## config.mk

```make
export PLATFORM = sky130hd
export DESIGN_NAME = mask_unit_read_xbar_rr_flat
export DESIGN_NICKNAME = d
export VERILOG_FILES = /design/src/rtl/mask_unit_read_xbar_rr_if.sv /design/src/rtl/mask_unit_read_xbar_rr.sv /design/src/flat_wrapper.sv
export SDC_FILE = /design/constraint.sdc
export NUM_CORES = 1
export LEC_CHECK = 0
export ABC_AREA = 0
export CELL_PAD_IN_SITES_DETAIL_PLACEMENT = 0
export CELL_PAD_IN_SITES_GLOBAL_PLACEMENT = 2
export CORE_ASPECT_RATIO = 1.75
export CORE_MARGIN = 2
export CORE_UTILIZATION = 26
export DETAILED_ROUTE_END_ITERATION = 6
export PLACE_DENSITY = 0.76
export SYNTH_ARGS = -nofsm -noshare
export SYNTH_HDL_FRONTEND = slang
export SYNTH_SLANG_ARGS = --single-unit
```

## constraint.sdc

```tcl
create_clock -name clock -period 2.7 [get_ports clock]
set_clock_uncertainty 0.15 [all_clocks]
set_input_delay 0.405 -clock clock [delete_from_list [all_inputs] [get_ports clock]]
set_output_delay 0.405 -clock clock [all_outputs]
set_load 0.02 [all_outputs]
```

## src/rtl/mask_unit_read_xbar_rr_if.sv

```systemverilog
// Request/lane bundle for the mask-unit read crossbar.
// The slave view belongs to the crossbar; master is the surrounding requesters and lanes.
interface mask_unit_read_xbar_rr_if #(
  parameter int NUM_IN   = 4,
  parameter int NUM_LANE = 4,
  parameter int VS_W     = 5,
  parameter int OFFSET_W = 4,
  parameter int DOFF_W   = 2
);
  localparam int LANE_W = (NUM_LANE > 1) ? $clog2(NUM_LANE) : 1;
  localparam int IDX_W  = (NUM_IN > 1) ? $clog2(NUM_IN) : 1;

  logic [NUM_IN-1:0]            in_valid;
  logic [NUM_IN-1:0]            in_ready;
  logic [NUM_IN*VS_W-1:0]       in_vs;
  logic [NUM_IN*OFFSET_W-1:0]   in_offset;
  logic [NUM_IN*LANE_W-1:0]     in_read_lane;
  logic [NUM_IN*DOFF_W-1:0]     in_data_offset;
  logic [NUM_LANE-1:0]          out_valid;
  logic [NUM_LANE-1:0]          out_ready;
  logic [NUM_LANE*VS_W-1:0]     out_vs;
  logic [NUM_LANE*OFFSET_W-1:0] out_offset;
  logic [NUM_LANE*IDX_W-1:0]    out_write_index;
  logic [NUM_LANE*DOFF_W-1:0]   out_data_offset;
  logic                         err_bad_lane;

  modport slave (
    input  in_valid, in_vs, in_offset, in_read_lane, in_data_offset, out_ready,
    output in_ready, out_valid, out_vs, out_offset, out_write_index, out_data_offset,
    output err_bad_lane
  );

  modport master (
    output in_valid, in_vs, in_offset, in_read_lane, in_data_offset, out_ready,
    input  in_ready, out_valid, out_vs, out_offset, out_write_index, out_data_offset,
    input  err_bad_lane
  );
endinterface

```

## src/rtl/mask_unit_read_xbar_rr.sv

```systemverilog
// Mask-unit read crossbar: routes requests to lanes with per-lane round-robin
// arbitration and a one-entry registered buffer per lane.
module mask_unit_read_xbar_rr #(
  parameter int NUM_IN   = 4,
  parameter int NUM_LANE = 4,
  parameter int VS_W     = 5,
  parameter int OFFSET_W = 4,
  parameter int DOFF_W   = 2
) (
  input logic clock,
  input logic reset,
  mask_unit_read_xbar_rr_if.slave bus
);
  localparam int LANE_W = (NUM_LANE > 1) ? $clog2(NUM_LANE) : 1;
  localparam int IDX_W  = (NUM_IN > 1) ? $clog2(NUM_IN) : 1;

  logic [IDX_W-1:0]    rrPtr   [NUM_LANE];
  logic [NUM_LANE-1:0] outValid;
  logic [VS_W-1:0]     outVs   [NUM_LANE];
  logic [OFFSET_W-1:0] outOff  [NUM_LANE];
  logic [IDX_W-1:0]    outIdx  [NUM_LANE];
  logic [DOFF_W-1:0]   outDoff [NUM_LANE];
  logic                errBadLane;

  logic [LANE_W-1:0]   laneOf  [NUM_IN];
  logic [NUM_IN-1:0]   laneOk;
  logic [NUM_IN-1:0]   badReq;
  logic [NUM_IN-1:0]   inReady;
  logic [NUM_IN-1:0]   accept;
  logic [NUM_LANE-1:0] canLoad;
  logic [NUM_LANE-1:0] laneLoad;
  logic [IDX_W-1:0]    loadIdx [NUM_LANE];

  // Position of idx in the scan order that starts at ptr.
  function automatic int rotDist(int idx, int ptr);
    return (idx >= ptr) ? (idx - ptr) : (idx - ptr + NUM_IN);
  endfunction

  always_comb begin
    for (int i = 0; i < NUM_IN; i++) begin
      laneOf[i] = bus.in_read_lane[i*LANE_W +: LANE_W];
      laneOk[i] = int'(laneOf[i]) < NUM_LANE;
      badReq[i] = bus.in_valid[i] && !laneOk[i];
    end
  end

  assign canLoad = ~outValid | bus.out_ready;

  // Input i is ready when it would win its lane if it were requesting, so
  // its own valid never feeds back into its ready.
  always_comb begin
    inReady = '0;
    for (int i = 0; i < NUM_IN; i++) begin
      if (!reset && laneOk[i] && canLoad[laneOf[i]]) begin
        inReady[i] = 1'b1;
        for (int j = 0; j < NUM_IN; j++) begin
          if (j != i && bus.in_valid[j] && laneOf[j] == laneOf[i] &&
              rotDist(j, int'(rrPtr[laneOf[i]])) < rotDist(i, int'(rrPtr[laneOf[i]])))
            inReady[i] = 1'b0;
        end
      end
    end
  end

  assign accept = bus.in_valid & inReady;

  always_comb begin
    laneLoad = '0;
    for (int l = 0; l < NUM_LANE; l++) loadIdx[l] = '0;
    for (int l = 0; l < NUM_LANE; l++) begin
      for (int i = 0; i < NUM_IN; i++) begin
        if (accept[i] && int'(laneOf[i]) == l) begin
          laneLoad[l] = 1'b1;
          loadIdx[l]  = IDX_W'(i);
        end
      end
    end
  end

  always_ff @(posedge clock or posedge reset) begin
    if (reset) begin
      outValid   <= '0;
      errBadLane <= 1'b0;
      for (int l = 0; l < NUM_LANE; l++) begin
        rrPtr[l]   <= '0;
        outVs[l]   <= '0;
        outOff[l]  <= '0;
        outIdx[l]  <= '0;
        outDoff[l] <= '0;
      end
    end else begin
      errBadLane <= errBadLane | (|badReq);
      for (int l = 0; l < NUM_LANE; l++) begin
        if (laneLoad[l]) begin
          outValid[l] <= 1'b1;
          outVs[l]    <= bus.in_vs[loadIdx[l]*VS_W +: VS_W];
          outOff[l]   <= bus.in_offset[loadIdx[l]*OFFSET_W +: OFFSET_W];
          outDoff[l]  <= bus.in_data_offset[loadIdx[l]*DOFF_W +: DOFF_W];
          outIdx[l]   <= loadIdx[l];
          rrPtr[l]    <= (int'(loadIdx[l]) == NUM_IN - 1) ? '0 : loadIdx[l] + 1'b1;
        end else if (bus.out_ready[l]) begin
          outValid[l] <= 1'b0;
        end
      end
    end
  end

  assign bus.in_ready     = inReady;
  assign bus.out_valid    = outValid;
  assign bus.err_bad_lane = errBadLane;

  always_comb begin
    for (int l = 0; l < NUM_LANE; l++) begin
      bus.out_vs[l*VS_W +: VS_W]                = outVs[l];
      bus.out_offset[l*OFFSET_W +: OFFSET_W]    = outOff[l];
      bus.out_write_index[l*IDX_W +: IDX_W]     = outIdx[l];
      bus.out_data_offset[l*DOFF_W +: DOFF_W]   = outDoff[l];
    end
  end
endmodule
```

## src/flat_wrapper.sv

```systemverilog
// flat-port wrapper written by rule: the top's interface ports become plain ports
module mask_unit_read_xbar_rr_flat 
#(
  parameter int NUM_IN   = 4,
  parameter int NUM_LANE = 4,
  parameter int VS_W     = 5,
  parameter int OFFSET_W = 4,
  parameter int DOFF_W   = 2
)
  (clock, reset, bus_in_valid, bus_in_vs, bus_in_offset, bus_in_read_lane, bus_in_data_offset, bus_out_ready, bus_in_ready, bus_out_valid, bus_out_vs, bus_out_offset, bus_out_write_index, bus_out_data_offset, bus_err_bad_lane);
  mask_unit_read_xbar_rr_if #(.NUM_IN(NUM_IN), .NUM_LANE(NUM_LANE), .VS_W(VS_W), .OFFSET_W(OFFSET_W), .DOFF_W(DOFF_W)) bus_i ();
  input logic clock;
  input logic reset;
  input wire logic [$bits(bus_i.in_valid)-1:0] bus_in_valid;
  input wire logic [$bits(bus_i.in_vs)-1:0] bus_in_vs;
  input wire logic [$bits(bus_i.in_offset)-1:0] bus_in_offset;
  input wire logic [$bits(bus_i.in_read_lane)-1:0] bus_in_read_lane;
  input wire logic [$bits(bus_i.in_data_offset)-1:0] bus_in_data_offset;
  input wire logic [$bits(bus_i.out_ready)-1:0] bus_out_ready;
  output wire logic [$bits(bus_i.in_ready)-1:0] bus_in_ready;
  output wire logic [$bits(bus_i.out_valid)-1:0] bus_out_valid;
  output wire logic [$bits(bus_i.out_vs)-1:0] bus_out_vs;
  output wire logic [$bits(bus_i.out_offset)-1:0] bus_out_offset;
  output wire logic [$bits(bus_i.out_write_index)-1:0] bus_out_write_index;
  output wire logic [$bits(bus_i.out_data_offset)-1:0] bus_out_data_offset;
  output wire logic [$bits(bus_i.err_bad_lane)-1:0] bus_err_bad_lane;
  assign bus_i.in_valid = bus_in_valid;
  assign bus_i.in_vs = bus_in_vs;
  assign bus_i.in_offset = bus_in_offset;
  assign bus_i.in_read_lane = bus_in_read_lane;
  assign bus_i.in_data_offset = bus_in_data_offset;
  assign bus_i.out_ready = bus_out_ready;
  assign bus_in_ready = bus_i.in_ready;
  assign bus_out_valid = bus_i.out_valid;
  assign bus_out_vs = bus_i.out_vs;
  assign bus_out_offset = bus_i.out_offset;
  assign bus_out_write_index = bus_i.out_write_index;
  assign bus_out_data_offset = bus_i.out_data_offset;
  assign bus_err_bad_lane = bus_i.err_bad_lane;
  mask_unit_read_xbar_rr #(.NUM_IN(NUM_IN), .NUM_LANE(NUM_LANE), .VS_W(VS_W), .OFFSET_W(OFFSET_W), .DOFF_W(DOFF_W)) u_core (.clock(clock), .reset(reset), .bus(bus_i));
endmodule
```

## Word-level counts from Yosys, hierarchy flattened

Index checks and enable logic that the tools add are counted.

- Bitwise operators: 7
- Reduce and logical (&&, ||, !) cells: 53
- Order comparisons: 32
- Shift operators: 12
- $add $sub $neg: 32
- $mul: 4
- Equal/unequal tests: 28
- Muxes and demuxes: 88

Operator list:

| cell | count |
|---|---|
| adder 32 x 4 -> 32 bit (second input constant) | 12 |
| < comparator 32 bit | 12 |
| two-way mux 32 bit | 12 |
| variable part select 20 x 6 -> 5 bit | 4 |
| variable part select 16 x 5 -> 4 bit | 4 |
| two-way mux 1 bit | 48 |
| logical AND 1 bit | 44 |
| two-way mux 2 bit | 20 |
| variable part select 8 x 4 -> 2 bit | 4 |
| equality test 2 bit | 12 |
| subtractor 1 x 2 -> 3 bit (first input constant) | 8 |
| subtractor 2 x 2 -> 3 bit (first input constant) | 8 |
| multiplier 2 x 3 -> 5 bit (second input constant) | 4 |
| binary-select mux 2 bit (select 2 bit) | 4 |
| equality test 2 x 1 -> 1 bit (second input constant) | 8 |
| equality test 2 bit (second input constant) | 8 |
| >= comparator 1 x 2 -> 1 bit (first input constant) | 8 |
| >= comparator 3 bit (second input constant) | 4 |
| < comparator 2 x 3 -> 1 bit (second input constant) | 4 |
| NOT 2 -> 3 bit | 4 |
| adder 2 x 1 -> 2 bit (second input constant) | 4 |
| binary-select mux 1 bit (select 2 bit) | 4 |
| >= comparator 2 bit (first input constant) | 4 |
| zero test 2 bit | 4 |
| 5 further kinds | 8 |

- Flip-flop bits (word level): 64
- Input bits: 62
- Word-level logic and storage cells: 280

## Depth between registers and ports, before layout

- Depth in word-level cells: 20
- Gate-level depth with buffers: 12
- Mapped depth without buffers: 9

## Worst setup path after synthesis

No wires, ideal clock.

- Path kind: input port to flip-flop
- From: in bus_in_read_lane[4]
- To: reg u_core.outVs (netlist bit u_core.bus.out_vs[0])
- Data required time: 2468 ps
- Setup slack: -583 ps
- Stages on the path: 11
- Arrival time: 3051 ps
- Cell sequence: buf_2 > mux4_2 > ha_1 > or4b_1 > nand2_1 > or3_1 > clkbuf_1 > clkbuf_1 > nor2_1 > a211o_1 > a31oi_1

- Cells in the longest elaborated chain, start to end: 19

Ends and longest elaborated chain:

| item | line | source |
|---|---|---|
| from (decl) | flat_wrapper.sv:17 | `input wire logic [$bits(bus_i.in_read_lane)-1:0] bus_in_read_lane;` |
| NOT 2 -> 3 bit (implied by the code) | mask_unit_read_xbar_rr.sv:58 | `rotDist(j, int'(rrPtr[laneOf[i]])) < rotDist(i, int'(rrPtr[laneOf[i]])))` |
| binary-select mux 2 bit (select 2 bit) | mask_unit_read_xbar_rr.sv:58 |  |
| two-way mux 2 bit (implied by the code) (2 in a row) | mask_unit_read_xbar_rr.sv:58 |  |
| subtractor 1 x 2 -> 3 bit or subtractor 2 x 2 -> 3 bit (tied branches) | mask_unit_read_xbar_rr.sv:36 | `return (idx >= ptr) ? (idx - ptr) : (idx - ptr + NUM_IN);` |
| adder 32 x 4 -> 32 bit | mask_unit_read_xbar_rr.sv:36 |  |
| two-way mux 32 bit | mask_unit_read_xbar_rr.sv:36 |  |
| < comparator 32 bit | mask_unit_read_xbar_rr.sv:58 |  |
| logical AND 1 bit | mask_unit_read_xbar_rr.sv:57 | `if (j != i && bus.in_valid[j] && laneOf[j] == laneOf[i] &&` |
| two-way mux 1 bit (3 in a row) | mask_unit_read_xbar_rr.sv:57 |  |
| two-way mux 1 bit | mask_unit_read_xbar_rr.sv:54 | `if (!reset && laneOk[i] && canLoad[laneOf[i]]) begin` |
| bitwise AND 4 bit | mask_unit_read_xbar_rr.sv:65 | `assign accept = bus.in_valid & inReady;` |
| logical AND 1 bit | mask_unit_read_xbar_rr.sv:72 | `if (accept[i] && int'(laneOf[i]) == l) begin` |
| two-way mux 2 bit (2 in a row) | mask_unit_read_xbar_rr.sv:72 |  |
| multiplier 2 x 3 -> 5 bit | mask_unit_read_xbar_rr.sv:96 | `outVs[l] <= bus.in_vs[loadIdx[l]*VS_W +: VS_W];` |
| variable part select 20 x 6 -> 5 bit | mask_unit_read_xbar_rr.sv:96 |  |
| to (signal, indexed assignment) | mask_unit_read_xbar_rr.sv:96 |  |
| to (decl) | mask_unit_read_xbar_rr.sv:19 | `logic [VS_W-1:0] outVs [NUM_LANE];` |

Parallel ways exist; a longest one is shown, timed or not. The select of a mux whose other input is x is not followed.
A chain may end at the register's enable or synchronous reset.

## Final worst setup path

- From: reg u_core.rrPtr[6] (netlist bit)
- To: reg u_core.outVs (netlist bit u_core.bus.out_vs[9])

- Cells in the longest elaborated chain, start to end: 19

Ends and longest elaborated chain:

| item | line | source |
|---|---|---|
| from (decl) | mask_unit_read_xbar_rr.sv:17 | `logic [IDX_W-1:0] rrPtr [NUM_LANE];` |
| from (signal, indexed assignment) | mask_unit_read_xbar_rr.sv:100 | `rrPtr[l] <= (int'(loadIdx[l]) == NUM_IN - 1) ? '0 : loadIdx[l] + 1'b1;` |
| binary-select mux 2 bit (select 2 bit) | mask_unit_read_xbar_rr.sv:58 |  |
| two-way mux 2 bit | n/a |  |
| two-way mux 2 bit (implied by the code) | mask_unit_read_xbar_rr.sv:58 |  |
| subtractor 1 x 2 -> 3 bit (on tied branches) | n/a |  |
| adder 32 x 4 -> 32 bit (on tied branches) | n/a |  |
| two-way mux 32 bit (on tied branches) | n/a |  |
| < comparator 32 bit | mask_unit_read_xbar_rr.sv:58 |  |
| logical AND 1 bit | mask_unit_read_xbar_rr.sv:57 |  |
| two-way mux 1 bit (3 in a row) | mask_unit_read_xbar_rr.sv:57 |  |
| two-way mux 1 bit | mask_unit_read_xbar_rr.sv:54 |  |
| bitwise AND 4 bit * | mask_unit_read_xbar_rr.sv:65 |  |
| logical AND 1 bit | mask_unit_read_xbar_rr.sv:72 |  |
| two-way mux 1 bit | mask_unit_read_xbar_rr.sv:72 |  |
| two-way mux 2 bit (2 in a row) | mask_unit_read_xbar_rr.sv:72 |  |
| multiplier 2 x 3 -> 5 bit | mask_unit_read_xbar_rr.sv:96 |  |
| variable part select 20 x 6 -> 5 bit | mask_unit_read_xbar_rr.sv:96 |  |

Mark *: on every way between the ends. The rest lies on a longest branch, timed or not. The select of a mux whose other input is x is not followed.

==> impl_results.md <==
* Status: complete, but fails checks
* Failing checks: setup timing
* Antenna Nets Post-Route at 0
* Worst Path Required at 2.80 ns
* Post-synth cell types at 66
* Measured slew at the worst slew-check pin at 0.577 ns
* Clk buf depth at 2
* Max Cap Violations at 0
* Root buffer cell: clkbuf_16
* Rows at 65
* Cells on worst reg2reg path at 11
* FF-to-FF End: u_core.bus.out_vs[9]$_DFFE_PP0P_
* CTS Sinks at 64
* # port buffers at 121
* Hold Crit Depth at 1
* Worst-path clk slew at 0.06 ns
* Initial antenna violation count at 0
* Post-synth EDFFs at 0
* Routed via count at 5717
* Routed wire length at 24500 µm
* Drc violations at 0
* Initial drt markers at 360
* Setup violators final at 64
* DR pass1 iterations at 4
* Final instance area at 0.00834 mm²
* Hold_sp: u_core.bus.out_write_index[1]$_DFFE_PP0P_
* Vert. Die Dim at 182 µm
* Syn Inst Count at 543
* Static Leakage at 3.58 nW
* Sequential share of the synthesized area at 34.1%
* Final Max Tran Viols at 0
* Placeable Area at 0.0179 mm²
* Final worst slack at -0.295 ns
* Most frequent cells in the layout: clkdlybuf4s50_1 (110), buf_4 (106), nand2_1 (62), dfrtp_1 (56), nor2_1 (55)
* CP arrival at 3.10 ns
* Rel. slew slack at 61.4%
* Placed Instances at 979
* CP Capture Type: flip-flop
* Crit Path Class: flip-flop to flip-flop
* FMAX at 0.334 GHz
* Layout area overhead at 77.8%
* Min-Delay Path Class: flip-flop to flip-flop
* Antenna Cells at 0
* Synthesized flop and latch total at 64
* Share of cells above drive strength 1 at 35.2%
* Most used flip-flop cell after synthesis: dfrtp_1
* Count of final hold-check violations at 0
* Flop2flop setup slack at -0.29 ns
* Post-DP Area at 0.00707 mm²
* Reg-to-reg critical path startpoint: u_core.rrPtr[6]$_DFFE_PP0P_
* WL/cell at 23.7 µm
* Starting Density at 26.2%
* Mean Syn Cell Area at 8.64 µm²
* Drt via density at 5.54
* CTS tree: built
* Number of buffers created by CTS at 9
* Max IR drop VDD at 0.331 mV
* First-pass GRT wire length at 35700 µm
* GPL Wtd Cong at 0.984
* Global router's overall resource usage at 25.0%
* Synth Cell Area at 0.00469 mm²
* Grt total ovfl at 0
* Dpl hpwl at 18100 µm
* Fin crit share at 111%
* Die width at 106 µm
* Die ar. at 0.0192 mm²
* Period minus WS final at 2.99 ns
* RSZ-0062 raised after global routing: yes
* Yosys warns at 0
* CTS H-tree depth at 3
* Commonest non-fill, non-tap cell in the layout: clkdlybuf4s50_1
* Finished Core Util at 46.6%
* Net Count, Synth at 609
* Crit start category: flip-flop
* DP Worst Slack at -1.04 ns
* PD cells at 746 mW/mm²
* Num ports at 123
* Hold Crit Endpoint: u_core.bus.out_write_index[1]$_DFFE_PP0P_
* Cts hold-fix bufs at 0
* Nets@finish at 859
* Clk_lat worst skew at 0.34 ns
* Layout Cells excl Fill at 1032
* Ys async rst share at 100%
* Worst Path Max Fanout at 11
* Vias in the first global route at 6060
* Largest net degree at the start of global routing at 50
[state kept, by name, indices dropped and copies added, names as in the netlist]
name,count
u_core.bus.out_data_offset,8
u_core.bus.out_offset,16
u_core.bus.out_valid,4
u_core.bus.out_vs,20
u_core.bus.out_write_index,8
u_core.rrPtr,8
[per-stage QoR]
step	total power, mW	setup TNS [ns]	hold WS [ns]
4_1_cts	6.07	-9.95	0.337
2_1_floorplan	2.90	-7.84	0.370
6_report	6.22	-12.17	0.339
3_3_place_gp	4.40	-56.09	0.324
5_1_grt	6.52	-16.65	0.365
3_5_place_dp	4.42	-57.56	0.323
[synth_stat cells (all sizes together), types with 3 or more instances]
cell	number	share of area [%]
nor2	61	4.9
ha	4	1.1
or4	11	1.8
a31oi	27	3.6
nor4	3	0.72
a211o	19	3.5
o2bb2ai	9	1.7
nor3	14	1.8
a21oi	28	3.0
nand2	71	5.7
o221a	12	2.9
o21ai	4	0.43
a221oi	7	1.3
nor2b	9	1.4
and4	4	0.80
nand3	23	2.6
mux4	8	3.8
buf	23	2.9
o211ai	14	2.2
a21o	3	0.48
or4b	3	0.64
and2	5	0.72
clkbuf	22	1.8
nand4	7	1.1
xor2	6	1.1
nand3b	3	0.48
xnor2	6	1.1
mux2i	25	5.3
or3	8	1.1
dfrtp	64	34
a21boi	3	0.48
o31ai	3	0.48
and3	6	0.80
inv	8	0.64
[kinds of logic after synthesis]
| logic type | Yosys count | synth area share (%) |
|---|---|---|
| mux | 34 | 9.42 |
| xor+xnor | 12 | 2.24 |
| other cells | 1 | 0.0799 |
| buf+inv | 53 | 5.25 |
| fa+ha+maj | 4 | 1.07 |
| simple gates | 235 | 25.5 |
| flops | 64 | 34.1 |
| compound gates | 140 | 22.3 |
[how the worst max path moves through the flow]
stage | startpoint | endpoint | cells after the start
floorplan | bus_in_read_lane[4] | u_core.bus.out_data_offset[1]$_DFFE_PP0P_ | 12
global placement | bus_in_read_lane[4] | u_core.bus.out_data_offset[7]$_DFFE_PP0P_ | 11
detailed placement | bus_in_read_lane[4] | u_core.bus.out_data_offset[7]$_DFFE_PP0P_ | 12
CTS | u_core.rrPtr[6]$_DFFE_PP0P_ | u_core.bus.out_data_offset[5]$_DFFE_PP0P_ | 12
global route | u_core.rrPtr[6]$_DFFE_PP0P_ | u_core.bus.out_data_offset[5]$_DFFE_PP0P_ | 12
finish | u_core.rrPtr[6]$_DFFE_PP0P_ | u_core.bus.out_vs[9]$_DFFE_PP0P_ | 11
[worst max-delay path, cell delays in order, from the launching register on]
cell,delay [ns]
dfrtp_2,0.48
mux4_2,0.55
ha_4,0.20
nand4_1,0.10
o211ai_1,0.10
buf_4,0.17
buf_4,0.14
nor3_4,0.31
nor3_4,0.09
buf_12,0.16
a211o_1,0.27
a31oi_1,0.18
[final cells by class]
cell class	count	area, µm²
Multi-Input combinational cell	427	3310
Tap cell	234	293
Timing Repair Buffer	283	2750
Fill cell	1738	9550
Sequential cell	64	1610
Clock inverter	5	104
Inverter	8	30.0
Clock buffer	11	243
[per-layer routing]
layer / vias to the layer above / global-route usage [%] / routed length (µm)
met1: 2835 / 26.2 / 8590
met4: 0 / 21.4 / 1930
met3: 79 / 3.63 / 1310
li1: 2540 / - / -
met5: - / 0 / 0
met2: 263 / 43.3 / 12700
[power breakdown]
group / internal, mW / switching (mW) / total [mW]
clock: 0.928 / 0.474 / 1.40
sequential: 1.36 / 0.367 / 1.73
combinational: 1.62 / 1.48 / 3.10
[timing repair]
item | 4_1_cts | 5_1_grt
setup endpoints to repair | 68 | 67
setup buffers | 19 | 15
cloned | 3 | 3
gates resized for setup | 103 | 86
pin swaps | 44 | 37
(Power assumes the default switching activity.)
